==> src/rtl/acc_shift_ctrl.sv <==
// Accumulator shift-order sequencer: decodes the shift count from the n-field and steps
// g5 with c7/c8 once per word tick. Optional abort input under macro ACC_SHIFT_ABORT_EN.
module acc_shift_ctrl #(
  parameter int FIELD_W = 11,
  parameter int CNT_W   = 4
) (
  input  logic               clk,
  input  logic               rst_n,
  input  logic               start,
  input  logic               dir_l,
  input  logic [FIELD_W-1:0] nfield,
  input  logic               tick,
`ifdef ACC_SHIFT_ABORT_EN
  input  logic               abort,
`endif
  output logic               ready,
  output logic               busy,
  output logic               g5,
  output logic               c7,
  output logic               c8,
  output logic               done,
  output logic [CNT_W-1:0]   remaining,
  output logic [1:0]         state_dbg
);

  typedef enum logic [1:0] {
    S_IDLE  = 2'd0,
    S_LOAD  = 2'd1,
    S_SHIFT = 2'd2,
    S_DONE  = 2'd3
  } state_t;

  state_t             state_q, state_d;
  logic               dir_q, dir_d;
  logic [CNT_W-1:0]   cnt_q, cnt_d;
  logic [CNT_W-1:0]   rem_q, rem_d;
  logic               done_q;
  logic               abort_i;

`ifdef ACC_SHIFT_ABORT_EN
  assign abort_i = abort;
`else
  assign abort_i = 1'b0;
`endif

  // Lowest set bit wins: scanning downward lets the lowest index overwrite higher ones.
  function automatic logic [CNT_W-1:0] decode(input logic [FIELD_W-1:0] nf);
    logic [CNT_W-1:0] r;
    r = '0;
    for (int i = FIELD_W - 1; i >= 0; i--) begin
      if (nf[i]) r = CNT_W'(i + 1);
    end
    return r;
  endfunction

  always_comb begin
    state_d = state_q;
    dir_d   = dir_q;
    cnt_d   = cnt_q;
    rem_d   = rem_q;
    case (state_q)
      S_IDLE: begin
        if (start) begin
          dir_d   = dir_l;
          cnt_d   = decode(nfield);
          state_d = S_LOAD;
        end
      end
      S_LOAD: begin
        if (abort_i) begin
          rem_d   = '0;
          state_d = S_DONE;
        end else begin
          rem_d   = cnt_q;
          state_d = (cnt_q == '0) ? S_DONE : S_SHIFT;
        end
      end
      S_SHIFT: begin
        if (abort_i) begin
          rem_d   = '0;
          state_d = S_DONE;
        end else if (tick && rem_q != '0) begin
          rem_d = rem_q - 1'b1;
          if (rem_q == CNT_W'(1)) state_d = S_DONE;
        end
      end
      S_DONE:  state_d = S_IDLE;
      default: state_d = S_IDLE;
    endcase
  end

  always_ff @(posedge clk or negedge rst_n) begin
    if (!rst_n) begin
      state_q <= S_IDLE;
      dir_q   <= 1'b0;
      cnt_q   <= '0;
      rem_q   <= '0;
      done_q  <= 1'b0;
    end else begin
      state_q <= state_d;
      dir_q   <= dir_d;
      cnt_q   <= cnt_d;
      rem_q   <= rem_d;
      done_q  <= (state_d == S_DONE);
    end
  end

  // Direction lines and the gate derive from registered state, so reset drops them at once.
  assign ready     = (state_q == S_IDLE);
  assign busy      = (state_q == S_LOAD) || (state_q == S_SHIFT);
  assign g5        = (state_q == S_SHIFT) && tick && (rem_q != '0) && !abort_i;
  assign c7        = busy && !dir_q;
  assign c8        = busy && dir_q;
  assign done      = done_q;
  assign remaining = rem_q;
  assign state_dbg = state_q;

endmodule

==> config.mk <==
export PLATFORM = sky130hd
export DESIGN_NAME = acc_shift_ctrl
export DESIGN_NICKNAME = d
export VERILOG_FILES = /design/src/rtl/acc_shift_ctrl.sv
export SDC_FILE = /design/constraint.sdc
export NUM_CORES = 1
export LEC_CHECK = 0
export CORE_MARGIN = 5
export CORE_UTILIZATION = 32
export DETAILED_ROUTE_END_ITERATION = 7
export PLACE_DENSITY = 0.65
export SLEW_MARGIN = 20
export SYNTH_ARGS = -nofsm -noshare
export SYNTH_HDL_FRONTEND = slang
export SYNTH_SLANG_ARGS = --single-unit
==> constraint.sdc <==
create_clock -name clk -period 1.65 [get_ports clk]
set_input_delay 0.33 -clock clk [delete_from_list [all_inputs] [get_ports clk]]
set_output_delay 0.33 -clock clk [all_outputs]
set_load 0.01 [all_outputs]
==> metrics.md <==
| Metric | Value |
|---|---|
| GRT Util Overall | 12.5% |
| WL/cell | 12.5 um |
| Post-synth cell types | 32 |
| Met3 GRT Util | 2.63% |
| Share of cells above drive strength 1 | 23.3% |
| Wirelength, routed | 1970 um |
| R2R depth | 7 |
| Antenna-violating nets left | 0 |
| GRT Residual Overflow | 0 |
| Violated checks | setup timing |
| Routability Congestion | 0.798 |
| Initial antenna violation count | 0 |
| Final net count | 152 |
| Critical path startpoint category | flip-flop |
| HPWL Detailed | 1500 um |
| Sequential-to-total area share from yosys stat | 39.5% |
| WS Path Type | flip-flop to output port |
| Synth warn | 0 |
| Commonest non-fill, non-tap cell in the layout | clkdlybuf4s50_1 |
| Die width | 58.8 um |
| Top_reg_cell synth | dfrtp_1 |
| Cts hold-fix bufs | 0 |
| 1st-iter DRT viols | 7 |
| Max-slew headroom at the worst pin | 75.0% |
| Clock Skew | 0.00131 ns |
| Final worst setup slack | -0.0260 ns |
| Die height | 58.8 um |
| Most frequent cells in the layout | 19 x clkdlybuf4s50_1, 15 x buf_4, 12 x dfrtp_1, 9 x nor2_1 |
| Critical Path Sink Type | output port |
| WHS | 0.355 ns |
| Maxcap violations | 0 |
| Filler cells | 212 |
| IO buf count | 27 |
| I/O Pins | 28 |
| Starting Density | 34.1% |
| Peak VDD IR | 0.802 mV |
| Final Cycle Share | 102% |
| Core area | 2230 um2 |
| P&R area growth vs syn | 62.2% |
| Root buf cell | clkbuf_4 |
| Critical Path RT | 1.32 ns |
| CTS tree | yes |
| Util after Layout | 55.2% |
| First-pass GRT wire length | 3310 um |
| TritonCTS buffer count | 3 |
| Met2 GRT Util | 21.5% |
| Worst EP arrival | 1.35 ns |
| Setup tns final | -0.0260 ns |
| Sequential cell area | 300 um2 |
| Post-synth EDFFs | 0 |
| Status | complete, but fails checks |
| CTS max path bufs | 2 |
| Row cnt | 17 |
| Hold/Removal Path Class | primary input to asynchronous set/reset pin |
| Number of clock sinks | 12 |
| Via/cell ratio | 4.87 |
| Pre-CTS setup slack | -0.312 ns |
| Reg2reg end | remaining[1] |
| Top Usage Layer GRT | met2 |
| Final Hold Vio Count | 0 |
| DR pass1 iterations | 4 |
| Largest net degree at the start of global routing | 13 |
| Multi-input logic area | 447 um2 |
| Final Setup Violations | 1 |
| Routed vias | 764 |
| RSZ-0062 raised after global routing | yes |
| Synthesized area | 761 um2 |
| Worst-margin pin slew | 0.365 ns |
| Flop2flop setup slack | 0.08 ns |
| Crit-path max FO | 2 |
| Number of global-route vias before repair | 808 |
| Fmax | 597 MHz |
| Post-Synthesis Cells | 84 |
| Clock network latency to the later pin of the worst-skew pair | 0.27 ns |
| Pleak | 0.585 nW |
| Antenna Cells | 0 |
| Ys async rst share | 100% |
| Final min period | 1.68 ns |
| Power per standard cell area | 1760 nW/um2 |
| Net Count, Synth | 106 |
| # DRC | 0 |
| H-tree depth | 1 |
| Max Slew Vio Count | 0 |
| Yosys reg bits | 12 |
| RR Startpoint | state_dbg[1] |
| Area of the die | 3450 um2 |
| Mean Syn Cell Area | 9.06 um2 |
| Clk pin slew, worst setup/hold paths | 0.08 ns |
| Pwr Total | 2.18 mW |
| Met1 Use GR | 14.3% |
[registers in the layout, indices dropped and copies added, names as in the netlist]
register	count
remaining	4
done	1
dir_q	1
state_dbg	2
cnt_q	4
[stage by stage]
stage,instances,area (um2)
final,157,1230
after global routing,157,1230
after CTS,156,1210
after detailed placement,151,1160
after global placement,151,1160
after floorplan,84,761
[where the power goes]
part	switching [mW]	total [mW]	internal [mW]	leakage, nW
Combinational	0.657	1.43	0.771	0.415
Clock	0.101	0.235	0.134	0.0210
Sequential	0.0856	0.513	0.428	0.148
[routing by layer]
metal | wire [um] | vias to the layer above
li1 | - | 392
met2 | 948 | 26
met1 | 848 | 341
met5 | 0 | -
met4 | 43 | 0
met3 | 126 | 5
[critical path, cell delays in order (launching register included)]
cell	delay, ns
dfrtp_1	0.39
buf_6	0.13
ha_4	0.15
and2_4	0.13
a21boi_4	0.13
buf_2	0.15
[layout make-up]
class	instances	area share (%)
Inverter	8	2.43
Clock buffer	4	2.94
Multi-Input combinational cell	62	36.2
Timing Repair Buffer	43	31.2
Sequential cell	12	24.3
Tap cell	28	2.84
[synthesized netlist by cell type, types with 3 or more instances]
library cell / instances / area, um2
o21ai_0: 3 / 15.0
inv_1: 8 / 30.0
dfrtp_1: 12 / 300
a21oi_1: 3 / 15.0
ha_1: 6 / 75.1
nand2_1: 7 / 26.3
nor2_1: 9 / 33.8
nor2b_1: 3 / 18.8
[repair_timing]
action | CTS | global route
resized for setup | 11 | 12
endpoints found under the hold margin | 0 | 0
buffers inserted | 1 | 1
pin swaps | 0 | 2
setup endpoints to repair | 5 | 10
cloned | 0 | 0
[how the worst max path moves through the flow]
stage	end	slack [ns]	start	depth (start not counted)
after detailed placement	g5	-0.31	tick	4
after CTS	g5	-0.09	state_dbg[1]	5
after global placement	g5	-0.30	tick	4
final	g5	-0.03	state_dbg[1]	5
after floorplan	dir_q	0.08	state_dbg[0]	5
after global routing	g5	-0.1	state_dbg[0]	5
[cell families (layout without fill, tap and decap cells)]
logic type,Yosys count,in the layout,share of synthesized area (%)
and+or+nand+nor,34,34,23.0
AOI/OAI and AO/OA,19,19,18.1
DFF,12,12,39.5
buffers and inverters,10,55,5.43
adders and majority gates,6,6,9.87
muxes,3,3,4.11
No activity file was read; power rests on OpenSTA's default activity.
